==> config.mk <==
export PLATFORM = sky130hd
export DESIGN_NAME = enable_debouncer_flat
export DESIGN_NICKNAME = d
export VERILOG_FILES = /design/src/rtl/enable_debouncer_if.sv /design/src/rtl/enable_debouncer.sv /design/src/flat_wrapper.sv
export SDC_FILE = /design/constraint.sdc
export NUM_CORES = 1
export LEC_CHECK = 0
export BUFFER_PORTS_ARGS = -buffer_cell sky130_fd_sc_hd__buf_2
export CAP_MARGIN = 20
export CORE_ASPECT_RATIO = 1.4
export CORE_MARGIN = 3
export CORE_UTILIZATION = 30
export CTS_CLUSTER_SIZE = 8
export DETAILED_ROUTE_END_ITERATION = 8
export PLACE_DENSITY_LB_ADDON = 0.2
export SYNTH_ARGS = -nofsm -noshare
export SYNTH_HDL_FRONTEND = slang
export SYNTH_SLANG_ARGS = --single-unit
==> constraint.sdc <==
create_clock -name clk -period 2.4 [get_ports clk]
set_input_delay 0.24 -clock clk [delete_from_list [all_inputs] [get_ports clk]]
set_output_delay 0.24 -clock clk [all_outputs]
set_load 0.01 [all_outputs]
==> src/rtl/enable_debouncer_if.sv <==
// Button-side bundle of the enable debouncer: raw input and repeat control in,
// counter enable pulse and clean level out.
interface enable_debouncer_if;
  logic btn_in;
  logic repeat_en;
  logic enable;
  logic level;

  modport master (
    output btn_in,
    output repeat_en,
    input  enable,
    input  level
  );

  modport slave (
    input  btn_in,
    input  repeat_en,
    output enable,
    output level
  );
endinterface

==> src/rtl/enable_debouncer.sv <==
// Synchronizes and debounces a raw button line, emitting one-cycle enable pulses
// per accepted press plus optional auto-repeat while held; also exports the level.
module enable_debouncer #(
  parameter int SYNC_STAGES     = 2,
  parameter int DEBOUNCE_CYCLES = 16,
  parameter int REPEAT_DELAY    = 500,
  parameter int REPEAT_PERIOD   = 100
) (
  input  logic               clk,
  input  logic               rst,
  enable_debouncer_if.slave  bus
);

  localparam int RMAX = (REPEAT_DELAY > REPEAT_PERIOD) ? REPEAT_DELAY : REPEAT_PERIOD;
  localparam int DW   = $clog2(DEBOUNCE_CYCLES + 1);
  localparam int RW   = $clog2(RMAX + 1);

  localparam logic [DW-1:0] DMAX    = DW'(DEBOUNCE_CYCLES);
  localparam logic [RW-1:0] RDELAY  = RW'(REPEAT_DELAY);
  localparam logic [RW-1:0] RPERIOD = RW'(REPEAT_PERIOD);

  typedef enum logic [1:0] {
    IDLE,
    PRESS_WAIT,
    HELD,
    RELEASE_WAIT
  } state_e;

  logic [SYNC_STAGES-1:0] sync_q;
  logic                   sync;
  state_e                 state_q, state_d;
  logic [DW-1:0]          dcnt_q, dcnt_d;
  logic [RW-1:0]          rcnt_q, rcnt_d;
  logic                   rep_q, rep_d;
  logic                   enable_q, enable_d;
  logic                   level_q, level_d;
  logic [RW-1:0]          rcnt_inc;
  logic [RW-1:0]          rtarget;

  assign sync     = sync_q[SYNC_STAGES-1];
  assign rcnt_inc = rcnt_q + RW'(1);
  // First pulse after entering HELD waits the full delay, later ones the period.
  assign rtarget  = rep_q ? RPERIOD : RDELAY;

  always_ff @(posedge clk or posedge rst) begin
    if (rst) begin
      sync_q   <= '0;
      state_q  <= IDLE;
      dcnt_q   <= '0;
      rcnt_q   <= '0;
      rep_q    <= 1'b0;
      enable_q <= 1'b0;
      level_q  <= 1'b0;
    end else begin
      sync_q   <= {sync_q[SYNC_STAGES-2:0], bus.btn_in};
      state_q  <= state_d;
      dcnt_q   <= dcnt_d;
      rcnt_q   <= rcnt_d;
      rep_q    <= rep_d;
      enable_q <= enable_d;
      level_q  <= level_d;
    end
  end

  always_comb begin
    state_d  = state_q;
    dcnt_d   = dcnt_q;
    rcnt_d   = rcnt_q;
    rep_d    = rep_q;
    enable_d = 1'b0;
    level_d  = level_q;
    case (state_q)
      IDLE: begin
        if (sync) begin
          state_d = PRESS_WAIT;
          dcnt_d  = DW'(1);
        end
      end
      PRESS_WAIT: begin
        if (!sync) begin
          state_d = IDLE;
          dcnt_d  = '0;
        end else if (dcnt_q == DMAX) begin
          state_d  = HELD;
          enable_d = 1'b1;
          level_d  = 1'b1;
          dcnt_d   = '0;
          rcnt_d   = '0;
          rep_d    = 1'b0;
        end else begin
          dcnt_d = dcnt_q + DW'(1);
        end
      end
      HELD: begin
        if (!sync) begin
          state_d = RELEASE_WAIT;
          dcnt_d  = DW'(1);
          rcnt_d  = '0;
          rep_d   = 1'b0;
        end else if (!bus.repeat_en) begin
          rcnt_d = '0;
          rep_d  = 1'b0;
        end else if (rcnt_inc == rtarget) begin
          enable_d = 1'b1;
          rcnt_d   = '0;
          rep_d    = 1'b1;
        end else begin
          rcnt_d = rcnt_inc;
        end
      end
      RELEASE_WAIT: begin
        if (sync) begin
          state_d = HELD;
          dcnt_d  = '0;
          rcnt_d  = '0;
          rep_d   = 1'b0;
        end else if (dcnt_q == DMAX) begin
          state_d = IDLE;
          level_d = 1'b0;
          dcnt_d  = '0;
        end else begin
          dcnt_d = dcnt_q + DW'(1);
        end
      end
      default: begin
        state_d = IDLE;
        dcnt_d  = '0;
        rcnt_d  = '0;
        rep_d   = 1'b0;
        level_d = 1'b0;
      end
    endcase
  end

  assign bus.enable = enable_q;
  assign bus.level  = level_q;

endmodule

==> src/flat_wrapper.sv <==
// flat-port wrapper written by rule: the top's interface ports become plain ports
module enable_debouncer_flat 
#(
  parameter int SYNC_STAGES     = 2,
  parameter int DEBOUNCE_CYCLES = 16,
  parameter int REPEAT_DELAY    = 500,
  parameter int REPEAT_PERIOD   = 100
)
  (clk, rst, bus_btn_in, bus_repeat_en, bus_enable, bus_level);
  enable_debouncer_if bus_i ();
  input  logic clk;
  input  logic rst;
  input wire logic [$bits(bus_i.btn_in)-1:0] bus_btn_in;
  input wire logic [$bits(bus_i.repeat_en)-1:0] bus_repeat_en;
  output wire logic [$bits(bus_i.enable)-1:0] bus_enable;
  output wire logic [$bits(bus_i.level)-1:0] bus_level;
  assign bus_i.btn_in = bus_btn_in;
  assign bus_i.repeat_en = bus_repeat_en;
  assign bus_enable = bus_i.enable;
  assign bus_level = bus_i.level;
  enable_debouncer #(.SYNC_STAGES(SYNC_STAGES), .DEBOUNCE_CYCLES(DEBOUNCE_CYCLES), .REPEAT_DELAY(REPEAT_DELAY), .REPEAT_PERIOD(REPEAT_PERIOD)) u_core (.clk(clk), .rst(rst), .bus(bus_i));
endmodule
==> results of run 1 <==
## sequential cells by signal (all words and copies together) (netlist names), named ones only
register,flops
u_core.rcnt_q,9
u_core.state_q,1
u_core.dcnt_q,5
u_core.bus.level,1
u_core.sync_q,2
u_core.bus.enable,1
u_core.rep_q,1
## logic make-up (layout without fill, tap and decap cells)
| family | count (synthesis) | in the layout | share of synthesized area (%) |
|---|---|---|---|
| mux | 4 | 4 | 3.34 |
| buf+inv | 11 | 16 | 3.83 |
| compound gates | 36 | 36 | 18.3 |
| fa+ha+maj | 7 | 7 | 6.87 |
| simple gates | 65 | 65 | 25.8 |
| flops | 21 | 21 | 41.2 |
| xor+xnor | 1 | 1 | 0.687 |
## per-stage QoR
| step | hold slack (ns) | cell area (um2) |
|---|---|---|
| after floorplan | 0.217 | 1270 |
| after global placement | 0.337 | 1340 |
| after detailed placement | 0.336 | 1340 |
| after CTS | 0.0756 | 1380 |
| after global routing | 0.0702 | 1380 |
| final | 0.0850 | 1380 |
## power groups by stage
stage               combinational [mW]  clock [mW]  sequential (mW)
floorplan                        0.396           0            0.453
global placement                 0.523           0            0.463
detailed placement               0.534           0            0.465
CTS                              0.540       0.242            0.457
global route                     0.615       0.264            0.467
finish                           0.527       0.230            0.458
## layout make-up
| class | instances | area, um2 | share of cell area, % |
|---|---|---|---|
| multi-input combinational | 113 | 701 | 50.8 |
| sequential | 21 | 526 | 38.1 |
| tap | 43 | 53.8 | 3.90 |
| clock buffer | 4 | 45.0 | 3.26 |
| timing repair buffer | 6 | 32.5 | 2.36 |
| inverter | 6 | 22.5 | 1.63 |
## final timing paths
check,startpoint,end,slack (ns)
max,u_core.rcnt_q[0]$_DFFE_PP0P_,u_core.rcnt_q[6]$_DFFE_PP0P_,0.37
min,bus_btn_in,u_core.sync_q[0]$_DFF_PP0_,0.09
max reg2reg,u_core.rcnt_q[0]$_DFFE_PP0P_,u_core.rcnt_q[6]$_DFFE_PP0P_,0.37
min reg2reg,u_core.sync_q[0]$_DFF_PP0_,u_core.sync_q[1]$_DFF_PP0_,0.36
max in group asynchronous,rst,u_core.bus.enable$_DFF_PP0_,1.76
min in group asynchronous,rst,u_core.sync_q[1]$_DFF_PP0_,0.14
## routing by layer
metal  GRT usage, %  up-vias
met4           5.72        0
li1               -      532
met1           14.1      514
met3           2.18        5
met2           19.8       10
met5              0        -
## layout by cell type, fill, tap and decap left out, types with 2 or more instances in the layout
cell,n
nor3_1,8
a21oi_1,8
nand2b_1,2
nor2_1,7
nand2_1,19
or2_2,2
nand3_1,12
nor4_1,6
a21o_1,3
a211o_1,2
inv_1,6
ha_1,7
dfrtp_1,21
and3_1,3
mux2_2,2
mux2i_1,2
o21ai_0,14
buf_2,5
nand3b_1,2
clkbuf_8,3
==> metrics.md, run 1 <==
| Metric | Value |
|---|---|
| Clk slew on worst S/H paths | `0.07 ns` |
| Final-stage net count | `162` |
| Io pins | `6` |
| Final core utilization | `34.3%` |
| Most used standard cells in the synthesized netlist | `21 x dfrtp_1, 19 x nand2_1, 14 x o21ai_0` |
| Fin. Hold Viols | `0` |
| Yosys top cell by area | `dfrtp_1` |
| Fin Setup TNS | `0 ns` |
| CTS tree | `yes` |
| Worst Setup Slack, final | `0.365 ns` |
| Avg WL per Cell | `13.7 um` |
| Internal power of the cells | `0.724 mW` |
| Routed wire length | `2640 um` |
| Initial drt markers | `43` |
| Power Dens Cells | `880 nW/um2` |
| Unrepaired setup endpoints after global routing | `no` |
| Latest clock arrival within the worst-skew pair | `0.26 ns` |
| Mapped Cells | `145` |
| Headroom to the max-slew limit | `44.7%` |
| Count of warnings emitted by yosys | `0` |
| Most instantiated library cell after synthesis | `dfrtp_1` |
| Dominant register cell in the synthesized netlist | `dfrtp_1` |
| Worst Hold Class | `input pin to flip-flop` |
| Cells after DPL | `189` |
| Vias | `1061` |
| Die Outline Area | `5080 um2` |
| Buffering stage count on the worst path with inverters included | `0` |
| Avg Cell Area, Syn | `8.79 um2` |
| Synth unique cells | `34` |
| Post-synthesis net count | `156` |
| Status | `finished, final reports clean` |
| Final cycle utilization of the critical path | `84.8%` |
| Clock group share of total power | `18.9%` |
| Post-CTS setup buffer count | `0` |
| First-pass GRT wire length | `4730 um` |
| Overall track demand over capacity in global routing | `12.0%` |
| Non-Filler Instances | `193` |
| Overflow after GRT | `0` |
| Path length in cells of the critical path | `7` |
| Hold buffer count at cts | `0` |
| Worst Reg2Reg Path Length in Cells | `7` |
| Area share of the largest cell type after synthesis | `41.2%` |
| Maximum number of pins on one net before global-route repair | `22` |
| Maximum fanout along the worst path | `8` |
| EDFF count, synth | `0` |
| Post-synthesis sequential element count | `21` |
| Count of buffers from port buffering | `5` |
| Portion of total power attributed to sequential cells | `37.7%` |
| Vias in the first global route | `1064` |
| Die Span X | `61.1 um` |
| Power share of the combinational group | `43.4%` |
| F_max | `492 MHz` |
| Fraction of final layout cells sized beyond drive strength 1 | `12.0%` |
| Post-synthesis async set-or-reset flop share | `100%` |
| Deepest clock path buffer count | `2` |
| CTS HTree Levels | `1` |
| Fraction of the yosys area taken by sequential cells | `41.2%` |
| Cell type of the slowest stage on the worst timing path | `dfrtp_1` |
| Routed met2 length | `1410 um` |
| Vias/cell | `5.50` |
| Count of filler cells inserted in the layout | `435` |
| Diode count | `0` |
| VDD IR-drop max | `0.398 mV` |
| Worst Tran Pin Value | `0.828 ns` |
| Max incr delay on CP | `0.41 ns` |
| Cell area after synthesis | `1270 um2` |
| Synth-to-Final Area Change | `8.24%` |
| Kind of critical path | `flip-flop to flip-flop` |
| Wire length on met1 | `1130 um` |
| Critical-path cell list | `ha_1 > nand2b_1 > nor3_1 > nand2_1 > a211oi_4 > nor3_1 > a211o_1` |
| DRC violations left | `0` |
| CTS Buf Count | `3` |
| # resized after CTS | `0` |
| Number of rows in the core area | `27` |
| Met3 WL | `54 um` |
| Gpl congestion | `0.782` |
| Area of the core | `4020 um2` |
| Initial core utilization | `31.7%` |
| Min Clock Period, post-route | `2.03 ns` |
| TritonCTS Sinks | `21` |
| Total count of max-transition violations in the final report | `0` |
| Final clock skew | `0.00156 ns` |
| Kind of start point of the critical path | `flip-flop` |
| Cell at the root of the clock tree | `clkbuf_8` |
| Arrival time at the worst endpoint | `2.18 ns` |
| Setup crit end kind | `flip-flop` |
| Count of max-cap constraint violations | `0` |
| Worst slack at placement | `0.383 ns` |
| Top sig layer | `met4` |
| Lkg Pwr | `0.631 nW` |
| Required time at the worst-slack endpoint | `2.55 ns` |
| Detailed-routing iteration count for the pre-antenna-repair pass | `4` |
| Placed wire-length estimate after detailed placement | `2030 um` |
| Top cells by area, synth | `dfrtp_1 41%, ha_1 6.9%, nand2_1 5.6%` |
| Net switching power | `0.490 mW` |
| Number of setup violations in the final report | `0` |
| Number of instances on the worst hold path | `1` |
| Switching power share of the total | `40.3%` |
| Die height | `83.1 um` |
| Final ANT Viol Nets | `0` |
| Overall power | `1.21 mW` |
| Number of antenna violations at the first check in global routing | `0` |
| Largest delay contributor family on the critical path | `compound AO/OA/AOI/OAI gates` |
| Cell mode on critical path | `nor3_1` |
No activity file was read; power rests on OpenSTA's default activity.
==> run 2: changes to the inputs <==
--- a/config.mk
+++ b/config.mk
@@ -5,6 +5,7 @@
 export SDC_FILE = /design/constraint.sdc
 export NUM_CORES = 1
 export LEC_CHECK = 0
+export ABC_AREA = 1
 export BUFFER_PORTS_ARGS = -buffer_cell sky130_fd_sc_hd__buf_2
 export CAP_MARGIN = 20
 export CORE_ASPECT_RATIO = 1.4
==> constraint.sdc (replaced) <==
create_clock -name clk -period 2.1 [get_ports clk]
set_input_delay 0.21 -clock clk [delete_from_list [all_inputs] [get_ports clk]]
set_output_delay 0.21 -clock clk [all_outputs]
set_load 0.01 [all_outputs]
==> metrics.md, run 2 <==
| Metric | Value |
|---|---|
| Area of combinational cells with multiple inputs | `663 um2` |
| Vias/cell | `4.84` |
| Power Dens Cells | `888 nW/um2` |
| Gpl congestion | `0.812` |
| Worst Tran Pin Value | `0.818 ns` |
| Area share of the largest cell type after synthesis | `40.7%` |
| Overall power | `1.25 mW` |
| # resized after CTS | `0` |
| Total count of max-transition violations in the final report | `0` |
| Endpoint of the worst register-to-register path | `u_core.rcnt_q[2]$_DFFE_PP0P_` |
| Startpoint of the worst register-to-register path | `u_core.state_q[0]$_DFFE_PP0P_` |
| Maximum number of pins on one net before global-route repair | `22` |
| Initial core utilization | `31.9%` |
| Die Span X | `61.4 um` |
| Fin Hold WS | `0.0559 ns` |
| VDD IR-drop max | `0.520 mV` |
| Arrival time at the worst endpoint | `1.98 ns` |
| Area of all sequential standard cells | `526 um2` |
| Worst Hold Class | `input pin to flip-flop` |
| Critical path capture point | `u_core.rcnt_q[2]$_DFFE_PP0P_` |
| Critical-path cell list | `inv_1 > ha_1 > o22ai_1 > nor2_4 > nand2_2 > clkinv_1 > nand3_1 > o21ai_1` |
| Fraction of the yosys area taken by sequential cells | `40.7%` |
| Dominant register cell in the synthesized netlist | `dfrtp_1` |
| Most flop-heavy register | `u_core.rcnt_q` |
| F_max | `544 MHz` |
| Detailed-routing iteration count for the pre-antenna-repair pass | `4` |
| DRC violations left | `0` |
| Required time at the worst-slack endpoint | `2.24 ns` |
| TritonCTS Sinks | `21` |
| Cell type of the slowest stage on the worst timing path | `dfrtp_1` |
| Avg Cell Area, Syn | `7.73 um2` |
| Count of max-cap constraint violations | `0` |
| Setup crit end kind | `flip-flop` |
| Fin Setup TNS | `0 ns` |
| Worst Reg2Reg Path Length in Cells | `8` |
| EDFF count, synth | `0` |
| Number of setup violations in the final report | `0` |
| Final clock skew | `0.00297 ns` |
| Fraction of final layout cells sized beyond drive strength 1 | `13.7%` |
| Cells after DPL | `214` |
| Clk slew on worst S/H paths | `0.07 ns` |
| Cell at the root of the clock tree | `clkbuf_8` |
| Hold buffer count at cts | `0` |
| CTS Buf Count | `3` |
| Count of buffers from port buffering | `5` |
| Post-synthesis net count | `178` |
| Largest register FFs | `9` |
| Die Outline Area | `5140 um2` |
| Mapped Cells | `167` |
| CTS tree | `yes` |
| Top cells by area, synth | `dfrtp_1 41%, nand2_1 11%, inv_1 7.3%` |
| Count of warnings emitted by yosys | `0` |
| Final-stage net count | `187` |
| Overall track demand over capacity in global routing | `11.5%` |
| Largest registers | `u_core.rcnt_q: 9 flops, u_core.dcnt_q: 5 flops, u_core.sync_q: 2 flops` |
| Vias | `1055` |
| Unrepaired setup endpoints after global routing | `no` |
| Avg WL per Cell | `12.1 um` |
| Placed wire-length estimate after detailed placement | `2100 um` |
| Post-CTS setup buffer count | `0` |
| Initial drt markers | `42` |
| Fin. Hold Viols | `0` |
| Min Clock Period, post-route | `1.84 ns` |
| Lkg Pwr | `0.636 nW` |
| Yosys top cell by area | `dfrtp_1` |
| Final cycle utilization of the critical path | `87.5%` |
| Final Instance Area | `1410 um2` |
| Placement Cell Area | `1370 um2` |
| FF-to-FF setup slack | `0.26 ns` |
| Final ANT Viol Nets | `0` |
| Overflow after GRT | `0` |
| Setup crit start | `u_core.state_q[0]$_DFFE_PP0P_` |
| Diode count | `0` |
| Post-synthesis sequential element count | `21` |
| Routed wire length | `2640 um` |
| Synth-to-Final Area Change | `9.21%` |
| CTS HTree Levels | `1` |
| Status | `finished, final reports clean` |
| Post-synthesis adder-cell area fraction | `6.78%` |
| Largest family of logic cells by synthesized area | `simple AND/OR/NAND/NOR gates` |
| Die height | `83.6 um` |
| Io pins | `6` |
| Max incr delay on CP | `0.40 ns` |
| Number of rows in the core area | `27` |
| Synth unique cells | `25` |
| Commonest non-fill, non-tap cells in the layout | `39 x nand2_1, 25 x inv_1, 21 x dfrtp_1` |
| Deepest clock path buffer count | `2` |
| Most instantiated library cell after synthesis | `nand2_1` |
| Post-synthesis share of cell area spent on xor and xnor gates | `2.71%` |
| Share of cell area taken by muxes after synthesis | `0%` |
| Headroom to the max-slew limit | `45.4%` |
| Post-synthesis async set-or-reset flop share | `100%` |
| Maximum fanout along the worst path | `10` |
| First-pass GRT wire length | `4560 um` |
| Number of antenna violations at the first check in global routing | `0` |
| Kind of critical path | `flip-flop to flip-flop` |
| Commonest non-fill, non-tap cell in the layout | `nand2_1` |
| Latest clock arrival within the worst-skew pair | `0.26 ns` |
| Kind of start point of the critical path | `flip-flop` |
| Share of synthesized cell area in and, or, nand and nor gates | `30.8%` |
| Vias in the first global route | `1076` |
| Cell area after synthesis | `1290 um2` |
| Most used standard cells in the synthesized netlist | `39 x nand2_1, 25 x inv_1, 21 x dfrtp_1` |
| Area of the core | `4050 um2` |
| Non-Filler Instances | `218` |
| Count of filler cells inserted in the layout | `449` |
| Compound-cell area share of the yosys netlist | `11.0%` |
==> run 2: worst max-delay path, delay by kind of cell, from the launching register on <==
family	cells	cell delay, ns
flip-flops	1	0.40
buffers and inverters	2	0.26
AO/OA/AOI/OAI	2	0.43
adder cells (fa/ha/maj)	1	0.25
AND/OR/NAND/NOR	3	0.38
==> run 2: worst min-delay path by stage <==
stage,depth (start not counted),from,endpoint,slack [ns]
global placement,1,bus_btn_in,u_core.sync_q[0]$_DFF_PP0_,0.32
detailed placement,1,bus_btn_in,u_core.sync_q[0]$_DFF_PP0_,0.32
floorplan,1,rst,async pin,0.19
global route,1,bus_btn_in,u_core.sync_q[0]$_DFF_PP0_,0.05
CTS,1,bus_btn_in,u_core.sync_q[0]$_DFF_PP0_,0.05
finish,1,bus_btn_in,u_core.sync_q[0]$_DFF_PP0_,0.06
==> run 2: layout make-up <==
cell class / instances / share of cell area (%)
Sequential cell: 21 / 37.3
Timing Repair Buffer: 5 / 1.77
Clock buffer: 4 / 3.19
Tap cell: 43 / 3.82
Inverter: 26 / 6.92
Multi-Input combinational cell: 119 / 47.0
==> run 2: routing by layer <==
layer | GRT usage [%] | vias up | part of all wire [%]
li1 | - | 546 | -
met1 | 13.6 | 498 | 44
met2 | 20.4 | 7 | 54
met3 | 1.39 | 4 | 1.1
met4 | 4.25 | 0 | 1.4
met5 | 0 | - | 0
==> run 2: logic make-up after synthesis <==
logic type | count (synthesis)
simple gates | 83
buf+inv | 27
compound gates | 25
flops | 21
fa+ha+maj | 7
xor+xnor | 4
==> run 2: power breakdown <==
part / switching, mW / total [mW] / internal, mW
registers: 0.0495 / 0.507 / 0.457
logic: 0.333 / 0.483 / 0.150
clock network: 0.126 / 0.261 / 0.135
==> run 2: stage by stage <==
stage,worst slack [ns],util (%)
global route,0.0668,34.8
floorplan,0.476,-
global placement,0.356,33.7
finish,0.262,34.8
detailed placement,0.256,33.7
CTS,0.240,34.8
